<file path="src/rtl/inst_fetch.sv">
// Instruction fetch unit: single-outstanding request engine feeding an instruction/PC FIFO.
// Optional feature: define INST_FETCH_MISALIGN_CHK_EN for a sticky misaligned-redirect fault.
module inst_fetch #(
   parameter logic [31:0] RESET_PC   = 32'h8000_0000,
   parameter int          FIFO_DEPTH = 2
) (
   input  logic        clk,
   input  logic        reset,
   output logic        imem_req_valid,
   input  logic        imem_req_ready,
   output logic [31:0] imem_req_addr,
   input  logic        imem_resp_valid,
   input  logic [31:0] imem_resp_data,
   output logic        out_valid,
   input  logic        out_ready,
   output logic [31:0] out_inst,
   output logic [31:0] out_pc,
   input  logic        redirect_valid,
   input  logic [31:0] redirect_pc,
   input  logic        halt,
   output logic        fetch_fault
);

   localparam int AW = (FIFO_DEPTH > 1) ? $clog2(FIFO_DEPTH) : 1;
   localparam int CW = AW + 1;

   typedef enum logic [1:0] {
      S_IDLE  = 2'd0,
      S_WAIT  = 2'd1,
      S_DRAIN = 2'd2
   } state_t;

   state_t          r_state;
   state_t          w_state_nxt;
   logic [31:0]     r_fetch_pc;
   logic [31:0]     r_req_pc;
   logic            r_fault;
   logic [31:0]     r_fifo_inst [FIFO_DEPTH];
   logic [31:0]     r_fifo_pc   [FIFO_DEPTH];
   logic [AW-1:0]   r_rd_ptr;
   logic [AW-1:0]   r_wr_ptr;
   logic [CW-1:0]   r_count;
   logic [31:0]     w_redirect_tgt;
   logic            w_fault_set;
   logic            w_empty;
   logic            w_req_fire;
   logic            w_push;
   logic            w_pop;

`ifdef INST_FETCH_MISALIGN_CHK_EN
   assign w_redirect_tgt = redirect_pc;
   assign w_fault_set    = redirect_valid && (redirect_pc[1:0] != 2'b00);
   assign fetch_fault    = r_fault;
`else
   assign w_redirect_tgt = redirect_pc & 32'hFFFF_FFFC;
   assign w_fault_set    = 1'b0;
   assign fetch_fault    = 1'b0;
`endif

   // A free FIFO slot is required at issue, so the eventual response always fits.
   assign w_empty        = (r_count == CW'(0));
   assign imem_req_valid = !reset && (r_state == S_IDLE) && !halt && !r_fault &&
                           !redirect_valid && (r_count < CW'(FIFO_DEPTH));
   assign imem_req_addr  = r_fetch_pc;
   assign w_req_fire     = imem_req_valid && imem_req_ready;
   assign w_push         = (r_state == S_WAIT) && imem_resp_valid && !redirect_valid;
   assign w_pop          = !w_empty && out_ready && !redirect_valid;

   assign out_valid = !w_empty;
   assign out_inst  = w_empty ? 32'h0000_0000 : r_fifo_inst[r_rd_ptr];
   assign out_pc    = w_empty ? 32'h0000_0000 : r_fifo_pc[r_rd_ptr];

   // Next-state logic.
   always_comb begin
      w_state_nxt = r_state;
      case (r_state)
         S_IDLE: begin
            if (w_req_fire) w_state_nxt = S_WAIT;
            else            w_state_nxt = S_IDLE;
         end
         S_WAIT: begin
            if (imem_resp_valid)     w_state_nxt = S_IDLE;
            else if (redirect_valid) w_state_nxt = S_DRAIN;
            else                     w_state_nxt = S_WAIT;
         end
         S_DRAIN: begin
            if (imem_resp_valid) w_state_nxt = S_IDLE;
            else                 w_state_nxt = S_DRAIN;
         end
         default: w_state_nxt = S_IDLE;
      endcase
   end

   // Control state, fetch PC, request PC and sticky fault.
   always_ff @(posedge clk) begin
      if (reset) begin
         r_state    <= S_IDLE;
         r_fetch_pc <= RESET_PC;
         r_req_pc   <= 32'h0000_0000;
         r_fault    <= 1'b0;
      end else begin
         r_state <= w_state_nxt;
         if (redirect_valid)  r_fetch_pc <= w_redirect_tgt;
         else if (w_req_fire) r_fetch_pc <= r_fetch_pc + 32'd4;
         else                 r_fetch_pc <= r_fetch_pc;
         if (w_req_fire) r_req_pc <= r_fetch_pc;
         else            r_req_pc <= r_req_pc;
         if (w_fault_set) r_fault <= 1'b1;
         else             r_fault <= r_fault;
      end
   end

   // FIFO pointers and occupancy; a redirect flushes everything.
   always_ff @(posedge clk) begin
      if (reset || redirect_valid) begin
         r_rd_ptr <= AW'(0);
         r_wr_ptr <= AW'(0);
         r_count  <= CW'(0);
      end else begin
         if (w_push) r_wr_ptr <= r_wr_ptr + AW'(1);
         else        r_wr_ptr <= r_wr_ptr;
         if (w_pop) r_rd_ptr <= r_rd_ptr + AW'(1);
         else       r_rd_ptr <= r_rd_ptr;
         case ({w_push, w_pop})
            2'b10:   r_count <= r_count + CW'(1);
            2'b01:   r_count <= r_count - CW'(1);
            default: r_count <= r_count;
         endcase
      end
   end

   // FIFO storage; the head is masked while empty so no reset is needed here.
   always_ff @(posedge clk) begin
      if (w_push) begin
         r_fifo_inst[r_wr_ptr] <= imem_resp_data;
         r_fifo_pc[r_wr_ptr]   <= r_req_pc;
      end
   end

endmodule

</file>
<file path="config.mk">
export PLATFORM = sky130hd
export DESIGN_NAME = inst_fetch
export DESIGN_NICKNAME = d
export VERILOG_FILES = /design/src/rtl/inst_fetch.sv
export SDC_FILE = /design/constraint.sdc
export NUM_CORES = 1
export LEC_CHECK = 0
export BUFFER_PORTS_ARGS = -buffer_cell sky130_fd_sc_hd__clkbuf_2
export CAP_MARGIN = 20
export CORE_MARGIN = 2
export CORE_UTILIZATION = 54
export DETAILED_ROUTE_END_ITERATION = 8
export PLACE_DENSITY = 0.79
export SLEW_MARGIN = 40
export SYNTH_ARGS = -nofsm -noshare
export SYNTH_HDL_FRONTEND = slang
export SYNTH_SLANG_ARGS = --single-unit
</file>
<file path="constraint.sdc">
create_clock -name clk -period 6.1 [get_ports clk]
set_input_delay 1.22 -clock clk [delete_from_list [all_inputs] [get_ports clk]]
set_output_delay 1.22 -clock clk [all_outputs]
set_load 0.05 [all_outputs]
</file>
* After elaboration in Yosys (flattened, before gate mapping) *
Memory sizes are Yosys's and may differ from the RTL's. A register that Yosys moved wholly into a read port is not among the register bits.
Index checks and enable logic that the tools add are counted.

cells by class
  reductions and logical operators = 19
  magnitude comparators = 1
  add/sub/neg operators = 5
  equal/unequal tests = 4
  multiplexer cells = 16

operators by type and width
  operator                                              count
  two-way mux 32 bit                                    4
  adder 32 x 3 -> 32 bit (second input constant)        1
  logical AND 1 bit                                     9
  two-way mux 1 bit                                     7
  two-way mux 2 bit                                     3
  one-hot mux 2 bit (3 select lines)                    1
  equality test 2 x 1 -> 1 bit (second input constant)  2
  equality test 2 bit (second input constant)           2
  zero test 1 bit                                       4
  zero test 2 bit                                       2
  one-hot mux 2 bit (2 select lines)                    1
  nonzero test 2 bit                                    2
  adder 1 bit (second input constant)                   2
  adder 2 x 1 -> 2 bit (second input constant)          1
  < comparator 2 bit (second input constant)            1
  OR reduction 2 bit                                    1
  subtractor 2 x 1 -> 2 bit (second input constant)     1
  logical OR 1 bit                                      1

storage, ports and cells
  register bits = 70
  RAM bits = 128
  memories kept = 2
  output and inout port bits = 99

memories
  name         depth  bits a word  rd ports  clocked after memory_dff  write ports  RTL line  text
  r_fifo_inst  2      32           1         1                         1            38        logic [31:0] r_fifo_inst [FIFO_DEPTH];
  r_fifo_pc    2      32           1         1                         1            39        logic [31:0] r_fifo_pc [FIFO_DEPTH];

* Longest topological paths before layout *
Gate-level depths: netlist (run 1).

  word-level depth = 8
  mapped depth = 8
  mapped depth without buffers = 8

* Worst setup path after synthesis (run 1) *
Ideal clock, no wire load.

  path kind = input to register
  from = in redirect_valid
  to = mem r_fifo_inst[0][0], enable pin
  buffers on the path = 1
  stages = 4
  required time = 5.618 ns
  arrival = 4.298 ns
  path slack = 1.319 ns
  setup time = 0.482 ns
  cell sequence = clkbuf_1 clkinv_1 nand3_1 nor2_1

between the ends
  cells in the longest elaborated chain, start to end = 4

RTL lines
  element                                  RTL line  text
  start: declaration                       18        input logic redirect_valid,
  zero test 1 bit                          66        assign w_push = (r_state == S_WAIT) && imem_resp_valid && !redirect_valid;
  logical AND 1 bit                        66
  two-way mux 1 bit                        134       if (w_push) begin
  two-way mux 1 bit (implied by the code)  135       r_fifo_inst[r_wr_ptr] <= imem_resp_data;
  end: declaration                         38

No other way between the ends.

* Worst setup path after layout (run 1) *
  from = in redirect_valid
  to = out imem_req_valid

between the ends
  cells in the longest elaborated chain, start to end = 3

RTL lines
  element            RTL line  text
  zero test 1 bit    63        !redirect_valid && (r_count < CW'(FIFO_DEPTH));
  logical AND 1 bit  62        assign imem_req_valid = !reset && (r_state == S_IDLE) && !halt && !r_fault &&
  logical AND 1 bit  63
  end: declaration   9         output logic imem_req_valid,

No other way between the ends.

==> results.cfg, run 1 <==
[worst_setup_path]
critical_path_required_ns = 4.88
crit_path_top_delay_cell = sky130_fd_sc_hd__or2_2
crit_top_cell = sky130_fd_sc_hd__clkbuf_2
critical_path_arrival_ns = 2.65
crit_chain = clkbuf_2 -> or2_2 -> nor2_1 -> clkbuf_2
max_stage_delay_ns = 0.56
cp_max_fo = 28
worstSetupStartpointType = input port
timing.critical_path.buf_inv = 2
worst-setup-path-type = input port to output port
worstSetupEndpointType = output port
cp_top_family = simple AND/OR/NAND/NOR gates

[layout]
fillers = 1068
final_cells = 1017
antenna_cells = 0
post_route_cells_drive_above_1_share_pct = 25.6
design.final.nets = 897
layout-area-overhead-vs-synth_pct = 20.0

[outcome]
run_status = completed

[die]
die_width_um = 124
initial_core_util_pct = 55.7
rows = 43
core_area_um2 = 14000
fp.dieH_um = 124
io_pins = 170
dieArea_um2 = 15400

[power_and_ir_drop]
sequential_power_share_pct = 53.6
power.internal_uw = 2030
power.static_leakage_uw = 0.00331
netSwitchingPower_uw = 600
power.clock.fraction_pct = 40.2
p_sw_share_pct = 22.8
share_comb_of_total_power_pct = 6.2
powerDensity_nw_per_um2 = 282
vdd.ir_drop.worst_mv = 0.196

[clock_network]
cts_hold_buf = 0
post-cts-setup-buffer-count = 0
tritoncts_num_sinks = 191
cts.path.max_buffers = 2
clock_tree_from_tritoncts = built
clockRootBuffer = sky130_fd_sc_hd__clkbuf_16
cts-buffers-inserted = 17
clock_transition_time_at_the_flip_flop_clock_pins_of_the_worst_setup_and_hold_paths_ns = 0.06
cts_resized = 0
clock_insertion_delay_worst_skew_ns = 0.42
h-tree-depth = 4

[logic_synthesis]
synth_cell_type_count = 46
synth-warning-count = 0
ys_seq_area_share_pct = 65.0
synth_largest_area_cell = sky130_fd_sc_hd__edfxtp_1
synth_top_cells_by_area = sky130_fd_sc_hd__edfxtp_1 48%, sky130_fd_sc_hd__dfxtp_1 17%, sky130_fd_sc_hd__mux2i_1 8.0%, sky130_fd_sc_hd__nand2_1 4.5%, sky130_fd_sc_hd__nor2_1 4.0%
syn_inst_count = 672
yosys.cell_count.top_type = sky130_fd_sc_hd__edfxtp_1
dominantRegCellSynth = sky130_fd_sc_hd__edfxtp_1
synth_top_area_share_pct = 47.8
syn-cell-area_um2 = 7790
post_synth_edffs = 124
synth.ff_latch_count = 191
syn_avg_cell_area_um2 = 11.6
synth.top_cells.by_count = 124 x sky130_fd_sc_hd__edfxtp_1, 94 x sky130_fd_sc_hd__nand2_1, 84 x sky130_fd_sc_hd__nor2_1
asyncSetResetFlopFracSynth_pct = 0

[sta]
max_slew.worst_pin.slew_ns = 0.663
hold_violations = 0
slew_headroom_pct = 55.8
achievable-frequency_mhz = 258
min_period_over_period_pct = 63.5
min_period_ns = 3.87
grt_setup_unrepaired = no
fin_ws_ns = 2.23
clock_skew_ns = 0.0114
timing.final.max_slew_violations = 0
setup-tns-final_ns = 0
setup_viol = 0

[global_routing]
grt.overflow.total = 0
antenna_found_initial = 0
met1_usage_pct = 27.8
pin_count_of_the_biggest_net_entering_global_routing = 64
grt_pass1_vias = 5336
grt_pass1_wl_mm = 26.2
gr-usage-all-layers_pct = 22.5
globalRouteMet3Util_pct = 5.22
grt-busiest-layer = met2
use_met2_pct = 37.3

[route]
routedWlPerCell_um = 17.1
route.antenna.remaining_nets = 0
route.vias.total = 5658
route.detailed.drc = 0
routed_wl_mm = 17.4
first_iter_violations = 441
first_pass_iters = 5
via_per_inst = 5.56

[run]
max_cap_viol_count = 0

[worst_hold_path]
min_path_type = flip-flop to flip-flop

[placed_design]
hpwlAfterDp_mm = 11.7
port_buffers = 162
global_placement_routability_congestion = 0.911
placed_cells_incl_taps = 985
place_worst_setup_slack_ns = 2.24
==> power by group through the flow <==
| stage | Sequential, uW | Clock [uW] | Combinational [uW] |
|---|---|---|---|
| 3_3_place_gp | 1440 | 0 | 158 |
| 5_1_grt | 1410 | 1130 | 174 |
| 4_1_cts | 1410 | 1080 | 163 |
| 6_report | 1410 | 1060 | 164 |
| 2_1_floorplan | 1480 | 0 | 68.8 |
| 3_5_place_dp | 1440 | 0 | 162 |
==> area by class of cell <==
class | count | area (um^2) | share of cell area [%]
flip-flops and latches | 191 | 5070 | 54.2
inverters | 9 | 33.8 | 0.361
clock inverters | 11 | 104 | 1.11
multi-input cells | 434 | 2550 | 27.3
well taps | 180 | 225 | 2.41
clock buffers | 21 | 472 | 5.04
repair buffers | 171 | 898 | 9.60
==> per-layer routing <==
metal	up-vias	routed length, um
met5	-	0
met4	0	496
met3	46	1410
met2	249	8520
met1	2640	6970
li1	2723	-
==> layout by cell type, fill, tap and decap left out, drive strengths merged, types with 3 or more instances in the layout <==
cell and instances:
or3 9, mux2 3, o22ai 4, xnor2 9
nor4 10, buf 9, and2 5, o211ai 5
edfxtp 124, a211oi 5, clkbuf 183, dfxtp 67
xor2 9, conb 5, inv 11, nand2 94
nand4 16, a31oi 8, nand3 20, a311oi 4
clkinv 8, and3 5, a21oi 49, mux2i 62
nor2 84, nor3 10
==> kinds of logic after synthesis <==
family	after synthesis	share of synthesized area [%]
DFF	191	65.0
adders and majority gates	2	0.321
and+or+nand+nor	261	15.2
AOI/OAI and AO/OA	83	6.28
buffers and inverters	51	2.74
xor gates and xnor gates	18	2.02
muxes	65	8.39
other	1	0.0481
==> stage by stage <==
step / hold slack [ns] / utilization (%) / total power, uW / area [um^2]
finish: 0.453 / 66.9 / 2630 / 9360
global route: 0.469 / 66.9 / 2720 / 9360
CTS: 0.454 / 66.8 / 2650 / 9350
detailed placement: 0.437 / 62.7 / 1600 / 8770
global placement: 0.434 / 62.6 / 1600 / 8750
floorplan: 0.425 / - / 1540 / 7810
==> worst paths after layout <==
kind | from | end | slack, ns | cells past startpoint
hold / removal | r_req_pc[4] | r_fifo_pc[0][4] | 0.45 | 0
setup reg to reg | r_count[1] | r_count[1] | 3.50 | 8
hold reg to reg | r_req_pc[4] | r_fifo_pc[0][4] | 0.45 | 0
setup / recovery | redirect_valid | imem_req_valid | 2.23 | 4
==> flip-flops by register name, summed over array words and instances, names as in the netlist, named ones only <==
signal         count
imem_req_addr     30
r_rd_ptr           1
r_fifo_pc         60
r_count            2
r_req_pc          30
r_fifo_inst       64
r_state            2
r_wr_ptr           1
==> worst register-to-register path, delay by kind of cell (launching register included) <==
| family | cells | cell delay [ns] |
|---|---|---|
| AND/OR/NAND/NOR | 4 | 1.03 |
| adder cells (fa/ha/maj) | 1 | 0.33 |
| buffers and inverters | 2 | 0.65 |
| flip-flops | 1 | 0.39 |
| AO/OA/AOI/OAI | 1 | 0.15 |
(Power assumes the default switching activity.)
==> run 2: changes to the inputs <==
CORE_UTILIZATION = 49   (was 54)
PLACE_DENSITY = 0.76   (was 0.79)
clock period = 3.3 ns   (was 6.1 ns; I/O delays follow)
==> run 2 against run 1 <==
  * Worst setup slack got worse by 1.7 ns
  * Sequential share of layout area fell by 0.63 points
  * Routed wire length fell by 1.3%
  * Largest cell class unchanged
  * Sequential cell count did not move
  * Sequential power rose by 85%
  * Combinational power rose by 84%
  * Clock skew fell by 0.0018 ns
  * Largest power group unchanged
  * Power rose by 84%
==> results.cfg, run 2 (same netlist as run 1, synthesis figures left out) <==
[sta]
clock_skew_ns = 0.00963
grt_setup_unrepaired = no
setup-tns-final_ns = 0
timing.final.max_slew_violations = 0
min_period_ns = 2.74
slew_headroom_pct = 59.9
timing.hold.ws_ns = 0.421
hold_violations = 0
max_slew.worst_pin.slew_ns = 0.596
setup_viol = 0
min_period_over_period_pct = 83.0
achievable-frequency_mhz = 365

[die]
die_width_um = 130
fp.dieH_um = 130
initial_core_util_pct = 49.6
io_pins = 170
core_area_um2 = 15700
rows = 46
dieArea_um2 = 16900

[placed_design]
hpwlAfterDp_mm = 11.6
port_buffers = 162
global_placement_routability_congestion = 0.859

[global_routing]
grt_pass1_vias = 5068
gr-usage-all-layers_pct = 20.2
pin_count_of_the_biggest_net_entering_global_routing = 53
antenna_found_initial = 1
grt.overflow.total = 0
grt_pass1_wl_mm = 25.9

[worst_setup_path]
worst-setup-path-type = flip-flop to output port
worstSetupEndpointType = output port
cp_max_fo = 24
reg2reg_slack_ns = 0.93
critical_path_arrival_ns = 2.08
critical_path_required_ns = 2.64
worstSetupStartpointType = flip-flop

[clock_network]
tritoncts_num_sinks = 191
cts_resized = 0
clock_transition_time_at_the_flip_flop_clock_pins_of_the_worst_setup_and_hold_paths_ns = 0.07
h-tree-depth = 4
cts.path.max_buffers = 2
cts_hold_buf = 0
cts-buffers-inserted = 17
clock_tree_from_tritoncts = built
clockRootBuffer = sky130_fd_sc_hd__clkbuf_16
clock_insertion_delay_worst_skew_ns = 0.42
post-cts-setup-buffer-count = 0

[route]
via_per_inst = 5.28
first_iter_violations = 309
first_pass_iters = 5
route.antenna.remaining_nets = 0
routedWlPerCell_um = 16.2
routed_wl_mm = 17.2
route.vias.total = 5591
route.detailed.drc = 0

[outcome]
run_status = completed

[power_and_ir_drop]
total_power_uw = 4850
power.static_leakage_uw = 0.00335
vdd.ir_drop.worst_mv = 0.396
powerDensity_nw_per_um2 = 512

[layout]
layout.cells.most_common_list = 163 x sky130_fd_sc_hd__clkbuf_2, 124 x sky130_fd_sc_hd__edfxtp_1, 94 x sky130_fd_sc_hd__nand2_1
antenna_cells = 0
most_common_cell_after_layout_fill_and_taps_aside = sky130_fd_sc_hd__clkbuf_2
layout-area-overhead-vs-synth_pct = 21.4
reg.largest.list = r_fifo_inst x64, r_fifo_pc x60
top_register = r_fifo_inst
largest_register_ff_count = 64
design.final.nets = 904
post_route_cells_drive_above_1_share_pct = 26.0

[run]
max_cap_viol_count = 0

[worst_hold_path]
min_path_type = input port to flip-flop
## run 2: cell types whose count changed in the layout (fill, tap and decap cells not counted)
cell                         before  now
sky130_fd_sc_hd__bufinv_16        1    0
sky130_fd_sc_hd__buf_6            2    0
sky130_fd_sc_hd__clkbuf_2       162  163
sky130_fd_sc_hd__inv_6            2    0
sky130_fd_sc_hd__clkbuf_8         1    4
sky130_fd_sc_hd__clkbuf_1         2    3
sky130_fd_sc_hd__clkinvlp_4       0    1
sky130_fd_sc_hd__clkinv_2         3    2
sky130_fd_sc_hd__buf_4            6   13
sky130_fd_sc_hd__buf_12           1    3
sky130_fd_sc_hd__clkinv_4         4    0
sky130_fd_sc_hd__clkbuf_16       18   19
## run 2: final cells by class
| cell class | instances | area, um^2 |
|---|---|---|
| clock inverters | 4 | 23.8 |
| fillers | 1302 | 6250 |
| inverters | 9 | 33.8 |
| multi-input cells | 434 | 2550 |
| repair buffers | 178 | 968 |
| clock buffers | 27 | 547 |
| flip-flops and latches | 191 | 5070 |
| well taps | 216 | 270 |
## run 2: metrics by stage
| stage | cell area, um^2 | util, % | cells | setup slack, ns |
|---|---|---|---|---|
| floorplan | 7810 | - | 676 | -0.921 |
| global placement | 8890 | 56.6 | 1028 | 0.711 |
| detailed placement | 8890 | 56.6 | 1028 | 0.701 |
| CTS | 9470 | 60.2 | 1059 | 0.508 |
| global route | 9470 | 60.2 | 1059 | 0.423 |
| finish | 9470 | 60.2 | 1059 | 0.559 |
## run 2: per-layer routing
| layer | vias up | GRT usage [%] | routed length, um |
|---|---|---|---|
| li1 | 2734 | - | - |
| met1 | 2641 | 25.9 | 7300 |
| met2 | 192 | 33.1 | 8280 |
| met3 | 22 | 5.58 | 1240 |
| met4 | 2 | 7.21 | 349 |
| met5 | - | 0 | 13 |
## run 2: where the power goes
part | internal (uW) | switching (uW) | total [uW]
sequential | 2560 | 46.8 | 2610
combinational | 88.8 | 213 | 302
clock | 1130 | 802 | 1930
total | 3790 | 1060 | 4850
## run 2: worst paths after layout
kind,from,end,cells after the start
max,r_count[1],out_pc[27],4
min,imem_resp_data[2],r_fifo_inst[1][2],1
max reg2reg,r_count[1],imem_req_addr[14],5
min reg2reg,r_req_pc[20],r_fifo_pc[0][20],0
## run 2: critical path, stage by stage (launching register included)
cell and delay, ns:
sky130_fd_sc_hd__dfxtp_1 0.39, sky130_fd_sc_hd__nor2_4 0.51, sky130_fd_sc_hd__buf_4 0.39, sky130_fd_sc_hd__nor2_1 0.11
sky130_fd_sc_hd__clkbuf_2 0.25
